<file path="src/rtl/cpu_pkg.sv">
// Shared core types: writeback entry bundle and skid-stage occupancy encoding.
// Default widths match the RV32 integer register file.
package cpu_pkg;

  localparam int XLEN       = 32;
  localparam int REG_ADDR_W = 5;

  typedef struct packed {
    logic                  we;
    logic [REG_ADDR_W-1:0] addr;
    logic [XLEN-1:0]       data;
  } wb_entry_t;

  // Encoded so the state value doubles as the entry count.
  typedef enum logic [1:0] {
    EMPTY = 2'd0,
    ONE   = 2'd1,
    TWO   = 2'd2
  } wb_occ_e;

endpackage

</file>
<file path="src/rtl/wb_slot.sv">
// One writeback entry register: load enable, x0 write guard, sync clear.
// Used twice by wb_skid_stage (head and skid).
module wb_slot #(
  parameter int XLEN           = 32,
  parameter int RADDR_W        = 5,
  parameter int ZERO_REG_GUARD = 1
) (
  input  logic               clk,
  input  logic               clr,
  input  logic               ld,
  input  logic               d_we,
  input  logic [RADDR_W-1:0] d_addr,
  input  logic [XLEN-1:0]    d_data,
  output logic               q_we,
  output logic [RADDR_W-1:0] q_addr,
  output logic [XLEN-1:0]    q_data
);

  logic guard_hit;

  assign guard_hit = (ZERO_REG_GUARD != 0) && (d_addr == '0);

  always_ff @(posedge clk) begin
    if (clr) begin
      q_we   <= 1'b0;
      q_addr <= '0;
      q_data <= '0;
    end else if (ld) begin
      q_we   <= d_we & ~guard_hit;
      q_addr <= d_addr;
      q_data <= d_data;
    end
  end

endmodule

</file>
<file path="src/rtl/wb_skid_stage.sv">
// MEM->WB register with valid/ready handshake, 2-entry skid buffer and flush.
// Optional WB_FWD_EN adds a combinational forwarding query over held entries.
module wb_skid_stage #(
  parameter int XLEN           = cpu_pkg::XLEN,
  parameter int RADDR_W        = cpu_pkg::REG_ADDR_W,
  parameter int ZERO_REG_GUARD = 1
) (
  input  logic               clk,
  input  logic               rst,
  input  logic               flush,
  input  logic               in_valid,
  output logic               in_ready,
  input  logic               in_rd_we,
  input  logic [RADDR_W-1:0] in_rd_addr,
  input  logic [XLEN-1:0]    in_rd_data,
  output logic               out_valid,
  input  logic               out_ready,
  output logic               out_rd_we,
  output logic [RADDR_W-1:0] out_rd_addr,
  output logic [XLEN-1:0]    out_rd_data,
`ifdef WB_FWD_EN
  input  logic [RADDR_W-1:0] fwd_addr,
  output logic               fwd_hit,
  output logic [XLEN-1:0]    fwd_data,
`endif
  output logic [1:0]         occupancy
);

  import cpu_pkg::*;

  wb_occ_e state_q, state_d;

  logic accept, pop;
  logic head_ld, skid_ld, head_from_skid;

  logic               head_we, skid_we, hd_we;
  logic [RADDR_W-1:0] skid_addr, hd_addr;
  logic [XLEN-1:0]    skid_data, hd_data;

  // Ready comes from registered state only, breaking the WB->MEM path.
  assign in_ready  = (state_q != TWO);
  assign out_valid = (state_q != EMPTY);
  assign occupancy = state_q;
  assign accept    = in_valid & in_ready;
  assign pop       = out_valid & out_ready;
  assign out_rd_we = out_valid & head_we;

  always_ff @(posedge clk) begin
    if (rst) state_q <= EMPTY;
    else     state_q <= state_d;
  end

  always_comb begin
    state_d        = state_q;
    head_ld        = 1'b0;
    skid_ld        = 1'b0;
    head_from_skid = 1'b0;
    if (!flush) begin
      unique case (state_q)
        EMPTY: begin
          if (accept) begin
            state_d = ONE;
            head_ld = 1'b1;
          end
        end
        ONE: begin
          if (accept && pop) begin
            head_ld = 1'b1;
          end else if (accept) begin
            state_d = TWO;
            skid_ld = 1'b1;
          end else if (pop) begin
            state_d = EMPTY;
          end
        end
        TWO: begin
          if (pop) begin
            state_d        = ONE;
            head_ld        = 1'b1;
            head_from_skid = 1'b1;
          end
        end
        default: state_d = EMPTY;
      endcase
    end else begin
      state_d = EMPTY;
    end
  end

  always_comb begin
    hd_we   = in_rd_we;
    hd_addr = in_rd_addr;
    hd_data = in_rd_data;
    unique case (1'b1)
      head_from_skid: begin
        hd_we   = skid_we;
        hd_addr = skid_addr;
        hd_data = skid_data;
      end
      default: ;
    endcase
  end

  wb_slot #(
    .XLEN           (XLEN),
    .RADDR_W        (RADDR_W),
    .ZERO_REG_GUARD (ZERO_REG_GUARD)
  ) u_head (
    .clk    (clk),
    .clr    (rst),
    .ld     (head_ld),
    .d_we   (hd_we),
    .d_addr (hd_addr),
    .d_data (hd_data),
    .q_we   (head_we),
    .q_addr (out_rd_addr),
    .q_data (out_rd_data)
  );

  wb_slot #(
    .XLEN           (XLEN),
    .RADDR_W        (RADDR_W),
    .ZERO_REG_GUARD (ZERO_REG_GUARD)
  ) u_skid (
    .clk    (clk),
    .clr    (rst),
    .ld     (skid_ld),
    .d_we   (in_rd_we),
    .d_addr (in_rd_addr),
    .d_data (in_rd_data),
    .q_we   (skid_we),
    .q_addr (skid_addr),
    .q_data (skid_data)
  );

`ifdef WB_FWD_EN
  logic head_hit, skid_hit;

  assign skid_hit = (state_q == TWO) && skid_we &&
                    (skid_addr == fwd_addr);
  assign head_hit = out_valid && head_we &&
                    (out_rd_addr == fwd_addr);

  // Skid holds the younger entry, so it wins.
  always_comb begin
    fwd_hit  = 1'b0;
    fwd_data = '0;
    if (fwd_addr != '0) begin
      unique case (1'b1)
        skid_hit: begin
          fwd_hit  = 1'b1;
          fwd_data = skid_data;
        end
        head_hit: begin
          fwd_hit  = 1'b1;
          fwd_data = out_rd_data;
        end
        default: ;
      endcase
    end
  end
`endif

endmodule

</file>
<file path="config.mk">
export PLATFORM = sky130hd
export DESIGN_NAME = wb_skid_stage
export DESIGN_NICKNAME = d
export VERILOG_FILES = /design/src/rtl/cpu_pkg.sv /design/src/rtl/wb_slot.sv /design/src/rtl/wb_skid_stage.sv
export SDC_FILE = /design/constraint.sdc
export NUM_CORES = 1
export LEC_CHECK = 0
export ABC_AREA = 1
export CORE_ASPECT_RATIO = 2
export CORE_MARGIN = 4
export CORE_UTILIZATION = 50
export DETAILED_ROUTE_END_ITERATION = 7
export PLACE_DENSITY = 0.82
export SYNTH_ARGS = -nofsm -noshare
export SYNTH_HDL_FRONTEND = slang
export SYNTH_SLANG_ARGS = --single-unit
</file>
<file path="constraint.sdc">
create_clock -name clk -period 3.5 [get_ports clk]
set_clock_uncertainty 0.05 [all_clocks]
set_input_delay 0.7 -clock clk [delete_from_list [all_inputs] [get_ports clk]]
set_output_delay 0.7 -clock clk [all_outputs]
set_load 0.005 [all_outputs]
</file>
* After elaboration in Yosys (flattened, before gate mapping) *
Index checks and enable logic that the tools add are counted.

operators by class
  eq/ne operators = 7
  muxes and demuxes = 19
  bitwise operators = 7
  reductions and logical operators = 7

operators with widths
  operator              number
  $mux W32              1
  $logic_not A5 Y1      2
  $mux W1               10
  $mux W2               5
  $ne A2 B2 Y1 const B  4
  $pmux W2 S3           1
  $and A1 B1 Y1         5
  $mux W5               1
  $reduce_and A4 Y1     1
  $ne A3 B3 Y1 const B  1
  $pmux W1 S3           1
  $eq A2 B1 Y1 const B  1
  $eq A2 B2 Y1 const B  1
  $logic_not A2 Y1      1
  $not A1 Y1            2
  $reduce_bool A2 Y1    1
  $reduce_or A2 Y1      1
  $logic_and A1 B1 Y1   1

word-level totals
  flip-flop bits (word level) = 78
  output and inout bits = 42
  word-level logic and storage cells = 47

* Depth between registers and ports, before layout *
Gate-level depths: netlist of run 1.

  depth after elaboration = 9
  mapped depth = 9
  mapped depth without buffers = 8

* Cells and area by module *
A second synthesis of run 1 with hierarchy kept.

unflattened totals
  cell total of the unflattened synthesis = 502
  area, all modules = 3449.6 µm²

by module, submodules not included
  module         times used  cells an instance  area each (µm²)  seq. area each (µm²)
  wb_slot        2           173                1356.3           760.7
  wb_skid_stage  1           156                737.0            40.0

* Worst setup path before layout of run 1 *
OpenSTA, ideal clock, no wires.

  path kind = input to register
  from = in rst
  to = reg state_q[0], in the netlist occupancy[0]
  data arrival time = 1480 ps
  required time = 3370 ps
  path slack = 1890 ps
  stages on the path = 5
  path buffers = 2
  path through = clkbuf_1 -> inv_1 -> buf_1 -> nand2_1 -> nor3b_1

between the ends
  cells in the longest elaborated chain, start to end = 1

ends and longest elaborated chain
  item                               RTL line             RTL
  start, declared                    wb_skid_stage.sv:9   input logic rst,
  $reduce_or A2 Y1 (no source line)  --
  end signal, assigned               wb_skid_stage.sv:50  else state_q <= state_d;
  end, declared                      wb_skid_stage.sv:31  wb_occ_e state_q, state_d;

No other way between the ends.
A chain may end at the register's enable or synchronous reset.

* Worst setup path after layout of run 1 *
  from = in out_ready
  to = reg u_head.q_we

between the ends
  cells in the longest elaborated chain, start to end = 8

ends and longest elaborated chain
  item                  RTL line             RTL
  start, declared       wb_skid_stage.sv:17  input logic out_ready,
  $and A1 B1 Y1 (*)     wb_skid_stage.sv:45  assign pop = out_valid & out_ready;
  $mux W1               wb_skid_stage.sv:77  if (pop) begin
  $mux W1               wb_skid_stage.sv:59  unique case (state_q)
  $mux W1               wb_skid_stage.sv:58  if (!flush) begin
  $mux W5               wb_skid_stage.sv:94  unique case (1'b1)
  $logic_not A5 Y1      wb_slot.sv:21        assign guard_hit = (ZERO_REG_GUARD != 0) && (d_addr == '0);
  $not A1 Y1            wb_slot.sv:29        q_we <= d_we & ~guard_hit;
  $and A1 B1 Y1         wb_slot.sv:29
  end signal, assigned  wb_slot.sv:29
  end, declared         wb_slot.sv:14        output logic q_we,

Every way passes the cells marked *; elsewhere a longest branch is shown, timed or not.

==> results of run 1 <==
==> layout by cell type, fill, tap and decap left out <==
cell | netlist | routed
nor3b_1 | 1 | 1
nand3b_1 | 2 | 2
clkbuf_1 | 8 | 2
clkbuf_16 | 0 | 9
buf_4 | 0 | 5
nor3_4 | 1 | 1
nand2_1 | 52 | 52
buf_12 | 0 | 2
nor2_1 | 75 | 73
inv_1 | 14 | 14
nand4_1 | 1 | 1
nor2_2 | 1 | 2
nand2_2 | 1 | 1
clkinv_2 | 0 | 1
o21ai_2 | 1 | 1
nor2_4 | 0 | 1
clkdlybuf4s50_1 | 0 | 84
a211oi_1 | 7 | 7
nand3_1 | 36 | 36
inv_2 | 1 | 1
o21ai_1 | 3 | 3
dfxtp_1 | 78 | 78
clkinv_4 | 0 | 1
a31oi_1 | 32 | 32
a21oi_1 | 6 | 6
clkbuf_8 | 0 | 1
o21bai_1 | 1 | 1
o21ai_0 | 70 | 70
a211oi_2 | 1 | 1
clkinvlp_4 | 0 | 1
==> power by group <==
group          leakage, nW  switching (W)  internal, W
sequential           0.636      0.0000203     0.000926
combinational        0.974       0.000103     0.000129
clock                0.129       0.000348     0.000495
==> cell usage after synthesis, drive strengths merged <==
master,number,area [um2]
o21bai,1,7.510
clkbuf,9,35.03
dfxtp,78,1562
nor3b,1,7.510
o21ai,74,374.1
buf,26,147.6
nor2,76,287.8
a21oi,6,30.03
nor3,1,16.27
inv,15,56.30
nand4,1,6.260
a211oi,8,65.06
nand3,36,180.2
nand3b,2,15.01
a31oi,32,200.2
nand2,53,201.5
==> per-stage QoR <==
step,power (W),setup WS (ns)
detailed placement,0.001196,0.9009
global placement,0.001193,0.9020
finish,0.002022,1.168
CTS,0.002022,1.219
global route,0.002084,1.056
floorplan,0.001055,1.890
==> worst max-delay path: stages <==
cell,delay [ns]
clkdlybuf4s50_1,0.60
inv_1,0.11
nor2_2,0.11
buf_4,0.37
nand3_1,0.12
nand2_1,0.14
nand3_1,0.10
o21bai_1,0.15
a21oi_1,0.08
==> per-layer routing <==
layer | track usage (%) | vias to the layer above | routed length [um]
met3 | 2.966 | 26 | 388
met1 | 24.51 | 1416 | 3245
li1 | - | 1555 | -
met2 | 39.44 | 100 | 4508
met5 | 0 | - | 0
met4 | 16.56 | 0 | 351
==> sequential cells by signal, indices dropped and copies added, names as in the netlist <==
| signal | flops |
|---|---|
| occupancy | 2 |
| u_head.q_addr | 5 |
| u_head.q_data | 32 |
| u_head.q_we | 1 |
| u_skid.q_addr | 5 |
| u_skid.q_data | 32 |
| u_skid.q_we | 1 |
==> cells by family after synthesis <==
group | synth area share, %
buffers and inverters | 7.487
DFF | 48.92
and+or+nand+nor | 22.38
AOI/OAI and AO/OA | 21.21
==> worst max path at each step <==
stage	startpoint	end	slack (ns)
final	out_ready	u_head.q_we	1.17
after global routing	out_ready	u_head.q_we	1.06
after CTS	out_ready	u_head.q_we	1.22
after detailed placement	out_ready	u_head.q_we	0.90
after global placement	out_ready	u_head.q_we	0.90
after floorplan	rst	occupancy[0]	1.89
==> final cells by class <==
class / count / area share [%]
timing repair buffer: 91 / 21.29
inverter: 15 / 1.305
tap: 86 / 2.495
multi-input combinational: 291 / 32.49
clock buffer: 12 / 5.715
clock inverter: 3 / 0.4932
sequential: 78 / 36.21
==> impl_metrics.py, run 1 <==
metrics = {
    "route": {
        "wl_um": 8493,
        "wl_per_cell_um": 14.74,
        "route.detailed.drc": 0,
        "drt-vias-per-instance": 5.377,
        "via_count": 3097,
        "drt_pass1_iterations": 4,
        "initialDrtViolationCount": 161,
        "route.antenna.remaining_nets": 0,
    },
    "timing": {
        "drv_slew": 0,
        "fin_crit_ns": 2.332,
        "fin_tns_setup_ns": 0,
        "fmax_ghz": 0.4289,
        "finalCritPeriodShare_pct": 66.62,
        "finalHoldViolCount": 0,
        "rsz0062_at_grt": "false",
        "setup_viol": 0,
        "holdWs_ns": 0.4278,
        "slew-limit-headroom_pct": 62.32,
        "worst_pin_slew_ns": 0.5645,
    },
    "cts": {
        "cts_tree": "built",
        "cts_setup_buffers": 0,
        "cts_made_buffers": 9,
        "clock_latency_ns": 0.34,
        "ctsRootBufferMaster": "clkbuf_16",
        "cts-htree-levels": 3,
        "ctsResizeCount": 0,
        "cts_sinks": 78,
        "clk_pin_slew_ns": 0.05,
        "clock_path_buffers": 2,
        "cts_hold_buf": 0,
    },
    "power_and_ir_drop": {
        "peakVddDrop_mv": 0.3685,
        "p_leak_nw": 1.739,
        "power_per_cell_area_nw_per_um2": 468.8,
    },
    "floorplanning": {
        "num_rows": 41,
        "core_um2": 6259,
        "fp.dieArea_um2": 7803,
        "fp.dieW_um": 64.50,
        "start_util_pct": 51.00,
        "die_y_um": 121.0,
        "pin_count": 85,
    },
    "yosys": {
        "seq_area_frac_synth_pct": 48.92,
        "syn-instance-count": 419,
        "avgSynthCellArea_um2": 7.618,
        "ys_ff_latch": 78,
        "synth_nets": 462,
        "yosysWarnings": 0,
        "yosysUniqueCellTypes": 25,
        "synth_area_um2": 3192,
    },
    "worst_setup_path": {
        "crit_required_ns": 3.66,
        "r2r_end": "u_head.q_we",
        "crit-reg2reg-launch": "occupancy[1]",
        "worst-r2r-cell-count": 9,
        "end_kind": "register",
        "rrSetupSlack_ns": 1.39,
        "critPathKind": "primary input to register",
        "worstPathMaxFanout": 37,
        "critPathLaunchType": "primary input",
        "critPathArrivalTime_ns": 2.49,
    },
    "worst_hold_path": {
        "hold_depth": 2,
        "holdPathEnd": "u_skid.q_addr[1]",
        "hold_path.class": "register to register",
        "min-delay-start": "u_skid.q_addr[1]",
    },
    "placement": {
        "dp_hpwl_um": 5591,
        "place_area_um2": 4045,
        "dp_cells": 561,
        "place.gp.congestion": 0.8637,
        "io_buffer_count": 84,
    },
    "status": {
        "outcome": "complete, no violations",
    },
    "global_route": {
        "grt_pass1_wl_um": 13750,
        "gr-total-overflow": 0,
        "track_usage_pct": 22.68,
        "grt_pass1_vias": 2994,
        "antenna_found_initial": 0,
        "grt_start_max_net_pins": 76,
    },
    "layout": {
        "stdcell_area_um2": 4313,
        "fin_nets": 529,
        "final_cells": 576,
        "drive_gt1_share_pct": 5.714,
        "synthToLayoutAreaGrowth_pct": 35.12,
        "insertedDiodeCount": 0,
        "fill_cells": 525,
        "ff_latch_area_um2": 1562,
        "post-route-util_pct": 68.91,
        "multiInputGateArea_um2": 1401,
    },
    "run": {
        "maxCapViolations": 0,
    },
}
(Power assumes the default switching activity.)
==> run 2, diff against run 1 <==
CORE_UTILIZATION = 48   (was 50)
PLACE_DENSITY = 0.79   (was 0.82)
clock period = 2.33 ns   (was 3.5 ns; I/O delays follow)
==> impl_metrics.py, run 2 (synthesized netlist as in run 1, its figures left out) <==
metrics = {
    "timing": {
        "rsz0062_at_grt": "false",
        "worst_pin_slew_ns": 0.5860,
        "fmax_ghz": 0.4849,
        "fin_crit_ns": 2.062,
        "fin_tns_setup_ns": 0,
        "holdWs_ns": 0.4379,
        "finalHoldViolCount": 0,
        "finalCritPeriodShare_pct": 88.52,
        "drv_slew": 0,
        "setup_viol": 0,
        "slew-limit-headroom_pct": 60.88,
    },
    "cts": {
        "ctsRootBufferMaster": "clkbuf_16",
        "cts_tree": "built",
        "cts_setup_buffers": 0,
        "clock_path_buffers": 2,
        "cts_sinks": 78,
        "cts_made_buffers": 9,
        "clock_latency_ns": 0.33,
        "cts_hold_buf": 0,
        "ctsResizeCount": 0,
        "clk_pin_slew_ns": 0.06,
        "cts-htree-levels": 3,
    },
    "worst_setup_path": {
        "crit_required_ns": 1.81,
        "rrSetupSlack_ns": 0.60,
        "cp_slowest_cell": "clkdlybuf4s50_1",
        "crit_top_cell": "nor2_1",
        "critPathArrivalTime_ns": 1.55,
        "worstPathMaxFanout": 8,
        "end_kind": "output pin",
        "timing.critical_path.slowest_cell_delay_ns": 0.53,
        "critPathKind": "register to output pin",
        "critPathLaunchType": "register",
        "worstPathCellList": "nor2_1 > nor2_1 > clkdlybuf4s50_1",
    },
    "run": {
        "maxCapViolations": 0,
    },
    "layout": {
        "synthToLayoutAreaGrowth_pct": 38.18,
        "insertedDiodeCount": 0,
        "final_common_cell": "clkdlybuf4s50_1",
        "fill_cells": 525,
        "ff_latch_area_um2": 1562,
        "fin_nets": 534,
        "multiInputGateArea_um2": 1406,
        "drive_gt1_share_pct": 7.071,
        "post-route-util_pct": 68.78,
        "top_regs": "u_head.q_data: 32 flops, u_skid.q_data: 32 flops",
        "layout_common_cells": "84 x clkdlybuf4s50_1, 78 x dfxtp_1, 73 x nor2_1",
    },
    "placement": {
        "io_buffer_count": 84,
        "place.gp.congestion": 0.8018,
        "dp_hpwl_um": 5916,
    },
    "global_route": {
        "grt_pass1_vias": 3192,
        "gr-total-overflow": 0,
        "track_usage_pct": 22.73,
        "grt_pass1_wl_um": 14200,
        "grt_start_max_net_pins": 47,
        "antenna_found_initial": 0,
    },
    "power_and_ir_drop": {
        "p_leak_nw": 1.787,
        "peakVddDrop_mv": 0.5364,
        "power_per_cell_area_nw_per_um2": 740.2,
    },
    "route": {
        "route.antenna.remaining_nets": 0,
        "wl_per_cell_um": 15.08,
        "route.detailed.drc": 0,
        "drt_pass1_iterations": 5,
        "wl_um": 8760,
        "via_count": 3195,
        "initialDrtViolationCount": 233,
        "drt-vias-per-instance": 5.499,
    },
    "status": {
        "outcome": "complete, no violations",
    },
    "floorplanning": {
        "num_rows": 41,
        "start_util_pct": 49.78,
        "fp.dieArea_um2": 8097,
        "core_um2": 6412,
        "pin_count": 85,
        "fp.dieW_um": 65.66,
        "die_y_um": 123.3,
    },
    "worst_hold_path": {
        "hold_path.class": "register to register",
    },
}
## run 2: final cells by class
| cell class | count | share of cell area [%] |
|---|---|---|
| Tap cell | 86 | 2.440 |
| Clock inverter | 5 | 1.901 |
| Multi-Input combinational cell | 291 | 31.89 |
| Inverter | 15 | 1.277 |
| Clock buffer | 10 | 5.418 |
| Sequential cell | 78 | 35.40 |
| Timing Repair Buffer | 96 | 21.67 |
## run 2: per-stage QoR
stage	instances	cell area (um2)	setup slack [ns]	power [W]
after floorplan	419	3192	0.9504	0.001585
after global placement	566	4088	0.2611	0.001799
after detailed placement	566	4088	0.2064	0.001805
after CTS	581	4410	0.2487	0.003283
after global routing	581	4410	0.1658	0.003370
final	581	4410	0.2676	0.003265
## run 2: critical path, delay by kind of cell (launching register included)
kind          cells  cell delay (ns)
simple gates      2             0.24
flops             1             0.45
buf+inv           1             0.53
## run 2: report_power, final
| group | switching, W | total [W] | internal, W |
|---|---|---|---|
| clock network | 0.000525 | 0.00149 | 0.000962 |
| registers | 0.0000308 | 0.00142 | 0.00139 |
| logic | 0.000157 | 0.000356 | 0.000199 |
| total | 0.000713 | 0.00326 | 0.00255 |
## run 2: final timing paths
check	from	endpoint	cells after the start
min	u_skid.q_addr[1]	u_skid.q_addr[1]	2
max reg2reg	occupancy[1]	u_head.q_we	8
min reg2reg	u_skid.q_addr[1]	u_skid.q_addr[1]	2
max	occupancy[1]	out_rd_we	3
## run 2: metal layers
metal / routed length (um) / global-route usage, % / share of wire, % / vias to the layer above
met5: 0 / 0 / 0 / -
met4: 412 / 15.06 / 4.7 / 0
li1: - / - / - / 1573
met1: 3244 / 23.90 / 37 / 1495
met3: 288 / 3.091 / 3.3 / 32
met2: 4814 / 40.79 / 55 / 95
==> run 3, diff against run 2 <==
PLACE_DENSITY = 0.86   (was 0.79)
==> impl_metrics.py, run 3 (synthesized netlist as in run 1, its figures left out) <==
metrics = {
    "timing": {
        "slew-limit-headroom_pct": 59.69,
        "fin_tns_setup_ns": 0,
        "fin_crit_ns": 2.084,
        "finalCritPeriodShare_pct": 89.42,
        "fmax_ghz": 0.4799,
        "finalHoldViolCount": 0,
        "rsz0062_at_grt": "false",
        "worst_pin_slew_ns": 0.6038,
        "setup_viol": 0,
        "drv_slew": 0,
    },
    "worst_setup_path": {
        "cp_slowest_cell": "clkdlybuf4s50_1",
        "r2r_end": "u_head.q_we",
        "crit_required_ns": 1.81,
        "crit-reg2reg-launch": "occupancy[1]",
        "worstPathCellList": "nor2_1 > nor2_1 > clkdlybuf4s50_1",
        "timing.critical_path.slowest_cell_delay_ns": 0.51,
        "critPathKind": "register to output pin",
        "critPathLaunchType": "register",
        "crit_top_cell": "nor2_1",
        "rrSetupSlack_ns": 0.44,
        "end_kind": "output pin",
        "critPathArrivalTime_ns": 1.57,
        "worst-r2r-cell-count": 8,
        "worstPathMaxFanout": 8,
    },
    "global_route": {
        "grt_pass1_vias": 3133,
        "track_usage_pct": 22.95,
        "grt_start_max_net_pins": 40,
        "gr-total-overflow": 0,
        "antenna_found_initial": 0,
        "grt_pass1_wl_um": 14320,
    },
    "layout": {
        "drive_gt1_share_pct": 7.258,
        "synthToLayoutAreaGrowth_pct": 37.16,
        "fin_nets": 535,
        "layout_common_cells": "84 x clkdlybuf4s50_1, 78 x dfxtp_1, 73 x nor2_1",
        "final_common_cell": "clkdlybuf4s50_1",
        "top_regs": "u_head.q_data: 32 flops, u_skid.q_data: 32 flops",
        "fill_cells": 521,
        "insertedDiodeCount": 0,
        "post-route-util_pct": 68.27,
    },
    "cts": {
        "clock_path_buffers": 2,
        "cts_tree": "built",
        "cts-htree-levels": 3,
        "cts_setup_buffers": 0,
        "cts_sinks": 78,
        "cts_made_buffers": 9,
        "clock_latency_ns": 0.34,
        "clk_pin_slew_ns": 0.06,
        "ctsResizeCount": 0,
        "cts_hold_buf": 0,
        "ctsRootBufferMaster": "clkbuf_16",
    },
    "floorplanning": {
        "num_rows": 41,
        "core_um2": 6412,
        "pin_count": 85,
        "fp.dieArea_um2": 8097,
        "fp.dieW_um": 65.66,
        "die_y_um": 123.3,
        "start_util_pct": 49.78,
    },
    "worst_hold_path": {
        "min-delay-start": "u_skid.q_addr[1]",
        "holdPathEnd": "u_skid.q_addr[1]",
        "hold_path.class": "register to register",
        "hold_depth": 2,
    },
    "route": {
        "drt_pass1_iterations": 4,
        "drt-vias-per-instance": 5.536,
        "via_count": 3222,
        "route.detailed.drc": 0,
        "route.antenna.remaining_nets": 0,
        "wl_um": 8864,
        "wl_per_cell_um": 15.23,
        "initialDrtViolationCount": 194,
    },
    "run": {
        "maxCapViolations": 0,
    },
    "power_and_ir_drop": {
        "power.total_w": 0.003133,
        "peakVddDrop_mv": 0.6623,
        "p_leak_nw": 1.786,
        "power_per_cell_area_nw_per_um2": 715.7,
    },
    "placement": {
        "place.gp.congestion": 0.7883,
        "io_buffer_count": 84,
        "dp_hpwl_um": 6076,
    },
    "status": {
        "outcome": "complete, no violations",
    },
}
-- run 3: cell types whose count changed in the layout (fill, tap and decap cells not counted), sizes merged --
cell      delta
buf          +1
bufinv       -1
clkbuf       -1
clkinv       +3
clkinvlp     -2
inv          +1
-- run 3: stage by stage --
stage	std cells	hold slack [ns]	cell area [um2]	setup slack [ns]
final	582	0.4053	4378	0.2464
after global routing	582	0.4313	4378	0.1591
after CTS	582	0.4052	4378	0.2447
after detailed placement	567	0.3965	4090	0.1566
after global placement	567	0.3906	4090	0.2675
after floorplan	419	0.3800	3192	0.9504
-- run 3: layout make-up --
type                       instances  area, um2  share of cell area (%)
multi-input combinational        291       1401                   32.01
sequential                        78       1562                   35.67
tap                               86      107.6                   2.458
clock inverter                     6      62.56                   1.429
inverter                          15      56.30                   1.286
clock buffer                       9      225.2                   5.144
timing repair buffer              97      963.4                   22.01
-- run 3: power by group --
part	total (W)	switching [W]	internal (W)
clock network	0.00135	0.000530	0.000822
registers	0.00143	0.0000343	0.00139
logic	0.000355	0.000157	0.000199
-- run 3: worst max path at each step --
| stage | cells after the start | start | to | slack (ns) |
|---|---|---|---|---|
| 6_report | 3 | occupancy[1] | out_rd_we | 0.25 |
| 5_1_grt | 3 | occupancy[1] | out_rd_we | 0.16 |
| 4_1_cts | 3 | occupancy[1] | out_rd_we | 0.24 |
| 3_5_place_dp | 9 | flush | u_head.q_we | 0.16 |
| 3_3_place_gp | 6 | flush | u_head.q_data[7] | 0.27 |
| 2_1_floorplan | 8 | occupancy[0] | u_skid.q_data[23] | 0.95 |
-- run 3: layer usage --
layer  global-route usage [%]  part of all wire [%]  up-vias
li1                         -                     -     1569
met1                    23.72                    37     1504
met2                    40.67                    54      117
met3                    5.455                   4.5       32
met4                    13.90                   4.7        0
met5                        0                     0        -
-- run 3: critical path: cells and delay by family (launching register included) --
family | cells | cell delay (ns)
DFF | 1 | 0.48
and+or+nand+nor | 2 | 0.24
buffers and inverters | 1 | 0.51
